### src/rtl/ex_mem_skid_pkg.sv
// Shared constants, state encoding and payload layout for the EX->MEM skid stage.
package ex_mem_skid_pkg;

  localparam logic        WriteEnable  = 1'b1;
  localparam logic        WriteDisable = 1'b0;
  localparam int unsigned NOPRegAddr   = 0;

  typedef enum logic [1:0] {
    StEmpty = 2'd0,
    StOne   = 2'd1,
    StFull  = 2'd2
  } state_e;

  // Packed payload, MSB first: {wReg, wHiLo, wAddr, wData, hiData, loData}
  function automatic int unsigned payload_w(int unsigned addr_w, int unsigned data_w);
    return 2 + addr_w + 3 * data_w;
  endfunction

  function automatic int unsigned lo_lsb(int unsigned data_w);
    return 0 * data_w;
  endfunction

  function automatic int unsigned hi_lsb(int unsigned data_w);
    return data_w;
  endfunction

  function automatic int unsigned wdata_lsb(int unsigned data_w);
    return 2 * data_w;
  endfunction

  function automatic int unsigned waddr_lsb(int unsigned data_w);
    return 3 * data_w;
  endfunction

  function automatic int unsigned whilo_bit(int unsigned addr_w, int unsigned data_w);
    return 3 * data_w + addr_w;
  endfunction

  function automatic int unsigned wreg_bit(int unsigned addr_w, int unsigned data_w);
    return 3 * data_w + addr_w + 1;
  endfunction

endpackage

### src/rtl/ex_mem_skid_pipe_payload_reg.sv
// Width-generic load-enabled register with synchronous active-low clear.
module pipe_payload_reg #(
  parameter int unsigned DATA_W = 32
) (
  input  logic              clk,
  input  logic              rst_n,
  input  logic              i_load,
  input  logic [DATA_W-1:0] i_d,
  output logic [DATA_W-1:0] o_q
);

  logic [DATA_W-1:0] r_q;

  // Clear on reset, otherwise capture when loaded.
  always_ff @(posedge clk) begin
    if (!rst_n) begin
      r_q <= '0;
    end else if (i_load) begin
      r_q <= i_d;
    end
  end

  assign o_q = r_q;

endmodule

### src/rtl/ex_mem_skid.sv
// EX->MEM pipeline stage with valid/ready handshake, optional 2-entry skid buffer,
// synchronous flush and a forwarding tap of the head entry.
module ex_mem_skid
  import ex_mem_skid_pkg::*;
#(
  parameter int unsigned DATA_W = 32,
  parameter int unsigned ADDR_W = 5,
  parameter int unsigned SKID   = 1
) (
  input  logic              clk,
  input  logic              rst_n,
  input  logic              flush,
  input  logic              ex_valid,
  output logic              ex_ready,
  input  logic              ex_wReg,
  input  logic [ADDR_W-1:0] ex_wAddr,
  input  logic [DATA_W-1:0] ex_wData,
  input  logic              ex_wHiLo,
  input  logic [DATA_W-1:0] ex_hiData,
  input  logic [DATA_W-1:0] ex_loData,
  output logic              mem_valid,
  input  logic              mem_ready,
  output logic              mem_wReg,
  output logic [ADDR_W-1:0] mem_wAddr,
  output logic [DATA_W-1:0] mem_wData,
  output logic              mem_wHiLo,
  output logic [DATA_W-1:0] mem_hiData,
  output logic [DATA_W-1:0] mem_loData,
  output logic              fwd_hit_en,
  output logic [1:0]        occ
);

  localparam int unsigned PW = payload_w(ADDR_W, DATA_W);

  state_e          r_state;
  state_e          w_state_next;
  logic            w_acc;
  logic            w_pop;
  logic            w_load_main;
  logic            w_load_skid;
  logic            w_main_from_skid;
  logic            w_wreg_in;
  logic [PW-1:0]   w_in_payload;
  logic [PW-1:0]   w_main_d;
  logic [PW-1:0]   w_main_q;
  logic [PW-1:0]   w_skid_q;

  assign w_acc = ex_valid & ex_ready;
  assign w_pop = mem_valid & mem_ready;

  // r0 is never a real write target, so drop its enable at capture time.
  assign w_wreg_in = (ex_wReg == WriteEnable && ex_wAddr != ADDR_W'(NOPRegAddr)) ?
                     WriteEnable : WriteDisable;
  assign w_in_payload = {w_wreg_in, ex_wHiLo, ex_wAddr, ex_wData, ex_hiData, ex_loData};
  assign w_main_d     = w_main_from_skid ? w_skid_q : w_in_payload;

  // Ready: registered-only with skid; combinational pass-through without.
  always_comb begin
    if (SKID != 0) begin
      ex_ready = rst_n & (r_state != StFull);
    end else begin
      ex_ready = rst_n & ((r_state == StEmpty) | mem_ready);
    end
  end

  // Next state and register load selects; flush wins over any same-cycle accept.
  always_comb begin
    w_state_next     = r_state;
    w_load_main      = 1'b0;
    w_load_skid      = 1'b0;
    w_main_from_skid = 1'b0;
    case (r_state)
      StEmpty: begin
        if (w_acc) begin
          w_state_next = StOne;
          w_load_main  = 1'b1;
        end
      end
      StOne: begin
        if (w_acc && w_pop) begin
          w_load_main = 1'b1;
        end else if (w_acc && SKID != 0) begin
          w_state_next = StFull;
          w_load_skid  = 1'b1;
        end else if (w_pop) begin
          w_state_next = StEmpty;
        end
      end
      StFull: begin
        if (w_pop) begin
          w_state_next     = StOne;
          w_load_main      = 1'b1;
          w_main_from_skid = 1'b1;
        end
      end
      default: w_state_next = StEmpty;
    endcase
    if (flush) begin
      w_state_next = StEmpty;
      w_load_main  = 1'b0;
      w_load_skid  = 1'b0;
    end
  end

  // State register; reset dominates flush and transfers.
  always_ff @(posedge clk) begin
    if (!rst_n) begin
      r_state <= StEmpty;
    end else begin
      r_state <= w_state_next;
    end
  end

  pipe_payload_reg #(
    .DATA_W(PW)
  ) u_main_reg (
    .clk   (clk),
    .rst_n (rst_n),
    .i_load(w_load_main),
    .i_d   (w_main_d),
    .o_q   (w_main_q)
  );

  if (SKID != 0) begin : g_skid
    pipe_payload_reg #(
      .DATA_W(PW)
    ) u_skid_reg (
      .clk   (clk),
      .rst_n (rst_n),
      .i_load(w_load_skid),
      .i_d   (w_in_payload),
      .o_q   (w_skid_q)
    );
  end else begin : g_no_skid
    logic w_unused_skid;
    assign w_unused_skid = w_load_skid;
    assign w_skid_q      = '0;
  end

  assign mem_valid  = (r_state != StEmpty);
  assign mem_wReg   = w_main_q[wreg_bit(ADDR_W, DATA_W)] & mem_valid;
  assign mem_wHiLo  = w_main_q[whilo_bit(ADDR_W, DATA_W)] & mem_valid;
  assign mem_wAddr  = w_main_q[waddr_lsb(DATA_W) +: ADDR_W];
  assign mem_wData  = w_main_q[wdata_lsb(DATA_W) +: DATA_W];
  assign mem_hiData = w_main_q[hi_lsb(DATA_W) +: DATA_W];
  assign mem_loData = w_main_q[lo_lsb(DATA_W) +: DATA_W];
  assign fwd_hit_en = mem_wReg;

  // Occupancy count from state.
  always_comb begin
    occ = 2'd0;
    case (r_state)
      StOne:   occ = 2'd1;
      StFull:  occ = 2'd2;
      default: occ = 2'd0;
    endcase
  end

endmodule

### config.mk
export PLATFORM = sky130hd
export DESIGN_NAME = ex_mem_skid
export DESIGN_NICKNAME = d
export VERILOG_FILES = /design/src/rtl/ex_mem_skid_pkg.sv /design/src/rtl/ex_mem_skid_pipe_payload_reg.sv /design/src/rtl/ex_mem_skid.sv
export SDC_FILE = /design/constraint.sdc
export NUM_CORES = 1
export LEC_CHECK = 0
export ABC_AREA = 1
export CAP_MARGIN = 20
export CORE_MARGIN = 2
export CORE_UTILIZATION = 40
export DETAILED_ROUTE_END_ITERATION = 8
export GPL_TIMING_DRIVEN = 0
export HOLD_SLACK_MARGIN = 0.08
export PLACE_DENSITY = 0.73
export SYNTH_ARGS = -nofsm -noshare
export SYNTH_HDL_FRONTEND = slang
export SYNTH_SLANG_ARGS = --single-unit
### constraint.sdc
create_clock -name clk -period 1.3 [get_ports clk]
set_input_delay 0.325 -clock clk [delete_from_list [all_inputs] [get_ports clk]]
set_output_delay 0.325 -clock clk [all_outputs]
set_load 0.02 [all_outputs]
==> results of run 1 <==
[logic make-up (layout without fill, tap and decap cells)]
logic type	after synthesis	count (layout)	synth area share, %
buffers and inverters	356	700	18.5
DFF	208	208	41.7
and+or+nand+nor	662	662	27.1
other	0	2	0
AOI/OAI and AO/OA	254	254	12.8
[cell type report]
type	instances	area, µm²
clock inverters	5	100
repair buffers	326	3960
multi-input cells	916	5150
clock buffers	35	713
fillers	1786	7030
plain buffers	180	2140
flip-flops and latches	208	4300
diodes	2	5.00
inverters	154	591
well taps	324	405
[registers in the layout, indices dropped and copies added, names as in the netlist]
signal and count:
u_main_reg.o_q 103, g_skid.u_skid_reg.o_q 103, r_state 2
[critical path, stage by stage (launching register included)]
cell and delay (ps):
sky130_fd_sc_hd__dfxtp_2 360, sky130_fd_sc_hd__inv_4 60, sky130_fd_sc_hd__nor2_4 170, sky130_fd_sc_hd__nand2_4 110, sky130_fd_sc_hd__buf_12 160, sky130_fd_sc_hd__buf_12 130
sky130_fd_sc_hd__buf_4 180, sky130_fd_sc_hd__o21ai_1 170, sky130_fd_sc_hd__inv_1 70, sky130_fd_sc_hd__nand3_1 90, sky130_fd_sc_hd__nand2_1 70, sky130_fd_sc_hd__nor2_1 150
[placed cells by master, fill, tap and decap left out, types with 3 or more instances in the layout]
cell                              synthesis  layout
sky130_fd_sc_hd__a21oi_1                 74      40
sky130_fd_sc_hd__a21oi_2                  1      32
sky130_fd_sc_hd__a21oi_4                  0       3
sky130_fd_sc_hd__buf_1                   10       9
sky130_fd_sc_hd__buf_12                   0      24
sky130_fd_sc_hd__buf_16                   0      17
sky130_fd_sc_hd__buf_4                  111      43
sky130_fd_sc_hd__buf_6                    9     222
sky130_fd_sc_hd__buf_8                    0      25
sky130_fd_sc_hd__bufinv_16                0       3
sky130_fd_sc_hd__clkbuf_1                53      18
sky130_fd_sc_hd__clkbuf_16                0      48
sky130_fd_sc_hd__clkbuf_2                 0       8
sky130_fd_sc_hd__clkbuf_4                 0       4
sky130_fd_sc_hd__clkbuf_8                 0      16
sky130_fd_sc_hd__clkdlybuf4s50_1          0     105
sky130_fd_sc_hd__dfxtp_1                208     105
sky130_fd_sc_hd__dfxtp_2                  0     102
sky130_fd_sc_hd__inv_1                  152     148
sky130_fd_sc_hd__inv_4                    0       3
sky130_fd_sc_hd__nand2_1                276     225
sky130_fd_sc_hd__nand2_2                  1      34
sky130_fd_sc_hd__nand2_4                  0      17
sky130_fd_sc_hd__nand3_1                 76      46
sky130_fd_sc_hd__nand3_2                  0      28
sky130_fd_sc_hd__nand3b_1                30      30
sky130_fd_sc_hd__nor2_1                 275     230
sky130_fd_sc_hd__nor2_2                   0      35
sky130_fd_sc_hd__nor2_4                   1      11
sky130_fd_sc_hd__o21ai_0                178      28
sky130_fd_sc_hd__o21ai_1                  0      47
sky130_fd_sc_hd__o21ai_2                  0      94
sky130_fd_sc_hd__o21ai_4                  0       9
[how the worst max path moves through the flow]
stage | from | slack, ps | end
floorplan | r_state[1] | -150 | u_main_reg.o_q[82]
detailed placement | rst_n | -1540 | ex_ready
finish | r_state[1] | -520 | u_main_reg.o_q[93]
global placement | rst_n | -1480 | ex_ready
CTS | r_state[0] | -450 | mem_wReg
global route | rst_n | -550 | u_main_reg.o_q[95]
[repair_timing]
item	CTS	global route
setup endpoints to repair	316	314
setup buffers	57	13
endpoints found under the hold margin	0	0
pin swaps	88	57
cloned	36	9
resized for setup	1267	225
[metrics by stage]
| step | power [mW] | hold slack (ps) |
|---|---|---|
| finish | 16.9 | 448 |
| global placement | 9.05 | 432 |
| floorplan | 8.12 | 425 |
| detailed placement | 9.07 | 439 |
| CTS | 16.7 | 441 |
| global route | 17.4 | 457 |
[power by group through the flow]
stage | registers, mW | logic, mW | clock network (mW)
after CTS | 6.74 | 2.86 | 7.07
after global routing | 6.77 | 3.29 | 7.36
after floorplan | 6.78 | 1.33 | 0
after global placement | 6.81 | 2.24 | 0
final | 6.75 | 3.07 | 7.04
after detailed placement | 6.81 | 2.27 | 0
[layer usage]
layer	wire, µm	up-vias	GRT usage (%)	share of wire, %
li1	-	5201	-	-
met1	14400	5012	30.6	42
met2	17200	356	41.5	50
met3	1890	67	3.27	5.5
met4	865	0	7.92	2.5
met5	0	-	0	0
[cell usage after synthesis]
master	number	area share, %
sky130_fd_sc_hd__inv_2	2	0.075
sky130_fd_sc_hd__nor2_1	275	10
sky130_fd_sc_hd__clkbuf_1	53	2.0
sky130_fd_sc_hd__a31oi_1	1	0.063
sky130_fd_sc_hd__nor2_4	1	0.11
sky130_fd_sc_hd__nor3_1	1	0.050
sky130_fd_sc_hd__buf_6	9	1.0
sky130_fd_sc_hd__nand2_2	1	0.063
sky130_fd_sc_hd__nand2_1	276	10
sky130_fd_sc_hd__nand3b_1	30	2.3
sky130_fd_sc_hd__inv_1	152	5.7
sky130_fd_sc_hd__buf_4	111	8.3
sky130_fd_sc_hd__buf_2	19	0.95
sky130_fd_sc_hd__o21ai_0	178	8.9
sky130_fd_sc_hd__buf_1	10	0.38
sky130_fd_sc_hd__dfxtp_1	208	42
sky130_fd_sc_hd__nand3_1	76	3.8
sky130_fd_sc_hd__a21oi_1	74	3.7
sky130_fd_sc_hd__a21oi_2	1	0.088
sky130_fd_sc_hd__nand4_1	2	0.13
==> metrics.csv, run 1 <==
stage;metric;value;unit
timing;timing.final.crit_period;1820;ps
min_path;source_of_the_worst_hold_timing_path;g_skid.u_skid_reg.o_q[51];
logic_synthesis;gate_count_post_synth;1480;
cts;cts.path.max_buffers;3;
min_path;hold-path-endpoint;g_skid.u_skid_reg.o_q[51];
floorplan;placement_rows;57;
cts;cts_made_buffers;24;
timing;tightestPinTransition;787;ps
floorplan;io_pins;216;
global_route;pin_count_of_the_biggest_net_entering_global_routing;13;
logic_synthesis;ys_warn_count;0;
global_route;global_route.usage.total;23.9;%
routing;drtAntennaViolNets;0;
job;max_cap_viol_count;0;
global_route;first_global_vias;10100;
final_layout;fin_util;71.2;%
setup_path;setup.reg_to_reg.worst_slack;-520;ps
routing;remaining_drc_errors;0;
routing;detail_route.first_pass.iterations;5;
power_and_ir_drop;internal_power;12.6;mW
floorplan;die_w;162;µm
placed_design;port_buffers;215;
setup_path;cp_data_required_time;1740;ps
routing;drc_marker_count_from_the_first_detailed_route_iteration;579;
setup_path;worst_ep_arrival_time;2250;ps
placed_design;preCtsSetupSlack;-1540;ps
setup_path;rr_endpoint;u_main_reg.o_q[93];
power_and_ir_drop;areal_power_density_over_the_cells;971;nW/µm²
timing;timing.final.hold_violations;0;
cts;h-tree-depth;1;
timing;final_min_period_over_clock_period;140;%
timing;worst_slew_margin;47.5;%
logic_synthesis;yosys.cell_types.count;20;
timing;timing.setup.tns;-81980;ps
floorplan;die_y;162;µm
placed_design;dpl.cell_count;2019;
global_route;globalRouteOverflowTotal;0;
timing;final_setup_viols;303;
routing;route.vias.total;10600;
logic_synthesis;post_synth.cell_area_avg;6.75;µm²
cts;clk_pin_slew_worst_paths;60;ps
setup_path;timing.critical_path.fanout_max;10;
timing;clock_skew;10.8;ps
cts;worstSkewPairLatency;520;ps
placed_design;placedInstanceArea;12800;µm²
timing;finalWorstSetupSlack;-519;ps
setup_path;worst_r2r_startpoint;r_state[1];
timing;grt_setup_unrepaired;yes;
logic_synthesis;synthesis.nets;1588;
routing;vias_per_cell;4.95;
setup_path;worst_setup_path_start_kind;flip-flop;
min_path;hold_path.class;flip-flop to flip-flop;
final_layout;finish.instance_area;17400;µm²
cts;cts_tree;yes;
power_and_ir_drop;clkPwrFrac;41.7;%
routing;drt-wirelength-per-cell;16.0;µm
final_layout;drive_gt1_share;43.2;%
cts;numClockSinks;208;
routing;routed_wirelength;34.4;mm
global_route;grt_first_pass_wirelength;50.9;mm
final_layout;final-instance-count-excl-fill;2150;
final_layout;layout-area-overhead-vs-synth;73.7;%
min_path;timing.hold.worst_path_depth;2;
power_and_ir_drop;power.ir.vdd_worst;0.705;mV
power_and_ir_drop;power_switching_share;25.3;%
outcome;run_status;finished with violations;
power_and_ir_drop;power.share.combinational;18.2;%
setup_path;crit_path_end_kind;flip-flop;
floorplan;design.die.area;26300;µm²
global_route;antenna_found_initial;2;
power_and_ir_drop;p_leak;7.64;nW
power_and_ir_drop;share_seq_of_total_power;40.0;%
floorplan;core_area;24400;µm²
floorplan;initial_utilization;41.0;%
power_and_ir_drop;power_switching;4.27;mW
placed_design;place.detailed.hpwl;19.5;mm
setup_path;criticalPathCategory;flip-flop to flip-flop;
timing;slew_viol_final;0;
outcome;failing_checks;negative setup slack;
logic_synthesis;total_of_flip_flops_plus_latches_after_synthesis;208;
setup_path;worstRegToRegCells;11;
placed_design;place.gp.congestion;0.834;
logic_synthesis;synth_area;9990;µm²
cts;post_cts_hold_buffer_count;0;
logic_synthesis;synth-seq-area-share;41.7;%
cts;cts_root_buffer;sky130_fd_sc_hd__clkbuf_16;
final_layout;nNetsFinal;1918;
timing;maxClockFrequency;550;MHz
Note: power is estimated with default switching activity, not from simulation.
==> run 2, diff against run 1 <==
--- a/config.mk
+++ b/config.mk
@@ -13,6 +13,7 @@
 export GPL_TIMING_DRIVEN = 0
 export HOLD_SLACK_MARGIN = 0.08
 export PLACE_DENSITY = 0.73
+export SETUP_SLACK_MARGIN = 0.5
 export SYNTH_ARGS = -nofsm -noshare
 export SYNTH_HDL_FRONTEND = slang
 export SYNTH_SLANG_ARGS = --single-unit
==> metrics.csv, run 2 (same netlist as run 1, synthesis figures left out) <==
stage;metric;value;unit;change
power_and_ir_drop;share_seq_of_total_power;40.1;%;was 40.0%
timing;finalWorstSetupSlack;-524;ps;was -519 ps
cts;worstSkewPairLatency;520;ps;about the same
timing;worst_slew_margin;43.3;%;was 47.5%
final_layout;final_common_cell;sky130_fd_sc_hd__nand2_1;;was sky130_fd_sc_hd__nor2_1
outcome;failing_checks;negative setup slack;;unchanged
cts;cts_tree;yes;;unchanged
power_and_ir_drop;clkPwrFrac;40.4;%;was 41.7%
final_layout;layout-area-overhead-vs-synth;70.7;%;was 73.7%
final_layout;nNetsFinal;1941;;was 1918
global_route;globalRouteOverflowTotal;0;;unchanged
placed_design;port_buffers;215;;unchanged
cts;numClockSinks;208;;unchanged
global_route;global_route.usage.total;22.7;%;was 23.9%
global_route;pin_count_of_the_biggest_net_entering_global_routing;14;;was 13
power_and_ir_drop;power.ir.vdd_worst;0.661;mV;was 0.705 mV
routing;drtAntennaViolNets;0;;unchanged
placed_design;place.detailed.hpwl;19.6;mm;was 19.5 mm
cts;post_cts_hold_buffer_count;0;;unchanged
power_and_ir_drop;power_switching_share;26.0;%;was 25.3%
placed_design;place.gp.congestion;0.862;;was 0.834
power_and_ir_drop;power_switching;4.38;mW;was 4.27 mW
min_path;hold_path.class;primary input to flip-flop;;was flip-flop to flip-flop
final_layout;fillers;1854;;was 1786
global_route;first_global_vias;9938;;was 10100
final_layout;drive_gt1_share;42.0;%;was 43.2%
timing;timing.final.crit_period;1820;ps;about the same
routing;routed_wirelength;33.0;mm;was 34.4 mm
floorplan;design.die.area;26300;µm²;unchanged
timing;final_setup_viols;315;;was 303
setup_path;timing.critical_path.fanout_max;6;;was 10
routing;vias_per_cell;4.82;;was 4.95
routing;drc_marker_count_from_the_first_detailed_route_iteration;597;;was 579
floorplan;io_pins;216;;unchanged
timing;maxClockFrequency;548;MHz;was 550 MHz
cts;clk_pin_slew_worst_paths;60;ps;about the same
cts;cts.path.max_buffers;3;;unchanged
setup_path;crit_path_end_kind;flip-flop;;unchanged
cts;cts_made_buffers;24;;unchanged
timing;grt_setup_unrepaired;yes;;unchanged
setup_path;cp_data_required_time;1730;ps;was 1740 ps
floorplan;die_y;162;µm;unchanged
routing;drt-wirelength-per-cell;15.2;µm;was 16.0 µm
global_route;grt_first_pass_wirelength;48.6;mm;was 50.9 mm
timing;slew_viol_final;0;;unchanged
timing;timing.setup.tns;-83970;ps;was -81980 ps
timing;final_worst_hold_slack;413;ps;was 448 ps
timing;clock_skew;16.0;ps;was 10.8 ps
floorplan;core_area;24400;µm²;unchanged
setup_path;criticalPathCategory;flip-flop to flip-flop;;unchanged
power_and_ir_drop;internal_power;12.5;mW;was 12.6 mW
floorplan;initial_utilization;41.0;%;unchanged
final_layout;mostFrequentLayoutCells;268 x sky130_fd_sc_hd__nand2_1, 236 x sky130_fd_sc_hd__buf_6, 195 x sky130_fd_sc_hd__nor2_1;;was 230 x sky130_fd_sc_hd__nor2_1, 225 x sky130_fd_sc_hd__nand2_1, 222 x sky130_fd_sc_hd__buf_6
routing;detail_route.first_pass.iterations;5;;unchanged
placed_design;preCtsSetupSlack;-1360;ps;was -1540 ps
setup_path;worst_setup_path_start_kind;flip-flop;;unchanged
cts;cts_root_buffer;sky130_fd_sc_hd__clkbuf_16;;unchanged
floorplan;placement_rows;57;;unchanged
timing;timing.final.hold_violations;0;;unchanged
global_route;antenna_found_initial;0;;was 2
job;max_cap_viol_count;0;;unchanged
power_and_ir_drop;power.share.combinational;19.6;%;was 18.2%
setup_path;worst_ep_arrival_time;2260;ps;was 2250 ps
final_layout;finish.instance_area;17100;µm²;was 17400 µm²
power_and_ir_drop;areal_power_density_over_the_cells;988;nW/µm²;was 971 nW/µm²
routing;remaining_drc_errors;0;;unchanged
timing;tightestPinTransition;851;ps;was 787 ps
floorplan;die_w;162;µm;unchanged
placed_design;placedInstanceArea;12800;µm²;about the same
routing;route.vias.total;10500;;was 10600
timing;final_min_period_over_clock_period;140;%;about the same
cts;h-tree-depth;1;;unchanged
power_and_ir_drop;p_leak;7.58;nW;was 7.64 nW
outcome;run_status;finished with violations;;unchanged
run 2: changes by cell type in the layout (fill, tap and decap cells not counted), moves of 24 or more:
| cell | before | now |
|---|---|---|
| sky130_fd_sc_hd__nand2_1 | 225 | 268 |
| sky130_fd_sc_hd__o21ai_0 | 28 | 63 |
| sky130_fd_sc_hd__nor2_1 | 230 | 195 |
| sky130_fd_sc_hd__nand2_2 | 34 | 3 |
| sky130_fd_sc_hd__buf_4 | 43 | 68 |
| sky130_fd_sc_hd__nor2_2 | 35 | 59 |
run 2: stage by stage:
stage	cells	total power, mW	utilization, %
3_3_place_gp	2019	9.07	52.7
5_1_grt	2175	17.4	69.9
6_report	2177	16.8	69.9
3_5_place_dp	2019	9.09	52.7
2_1_floorplan	1480	8.13	-
4_1_cts	2135	16.5	63.9
run 2: per-layer routing:
metal,GRT usage (%),vias up,part of all wire (%)
met5,0,-,0
met1,28.9,4902,42
met2,39.7,301,50
li1,-,5233,-
met3,3.47,56,5.1
met4,6.80,0,2.4
run 2: timing repair:
action | 4_1_cts | 5_1_grt
gates resized for setup | 1004 | 365
endpoints found under the setup margin | 316 | 316
gates cloned | 15 | 9
pin swaps | 53 | 47
buffers inserted | 57 | 31
run 2: final cells by class:
| cell class | count | area (µm²) | area share, % |
|---|---|---|---|
| repair buffers | 327 | 3770 | 22.1 |
| clock buffers | 34 | 719 | 4.22 |
| flip-flops and latches | 208 | 4300 | 25.2 |
| plain buffers | 202 | 2180 | 12.8 |
| clock inverters | 10 | 83.8 | 0.492 |
| well taps | 324 | 405 | 2.38 |
| inverters | 154 | 593 | 3.48 |
| multi-input cells | 916 | 5000 | 29.3 |
| diodes | 2 | 5.00 | 0.0293 |
run 2: worst max-delay path: stages (launching register included):
cell and delay (ps):
sky130_fd_sc_hd__dfxtp_2 350, sky130_fd_sc_hd__inv_4 60, sky130_fd_sc_hd__nor2_4 150, sky130_fd_sc_hd__nand2_4 100
sky130_fd_sc_hd__nand2_4 110, sky130_fd_sc_hd__inv_4 40, sky130_fd_sc_hd__buf_6 110, sky130_fd_sc_hd__a21oi_4 160
sky130_fd_sc_hd__buf_6 140, sky130_fd_sc_hd__buf_16 130, sky130_fd_sc_hd__buf_6 100, sky130_fd_sc_hd__buf_8 110
sky130_fd_sc_hd__nor2_2 50, sky130_fd_sc_hd__nor2_2 140
run 2: worst paths after layout:
| check | start | to | slack [ps] | cells after the start |
|---|---|---|---|---|
| worst min-delay path | flush | r_state[1] | 410 | 4 |
| worst min register to register | g_skid.u_skid_reg.o_q[26] | g_skid.u_skid_reg.o_q[26] | 450 | 2 |
| worst max-delay path | r_state[1] | u_main_reg.o_q[66] | -520 | 13 |
| worst max register to register | r_state[1] | u_main_reg.o_q[66] | -520 | 13 |
run 2: power groups by stage:
stage | Sequential (mW) | Clock (mW) | Combinational, mW
2_1_floorplan | 6.78 | 0 | 1.35
3_3_place_gp | 6.81 | 0 | 2.26
3_5_place_dp | 6.81 | 0 | 2.28
4_1_cts | 6.73 | 6.87 | 2.89
5_1_grt | 6.77 | 7.12 | 3.54
6_report | 6.75 | 6.80 | 3.29
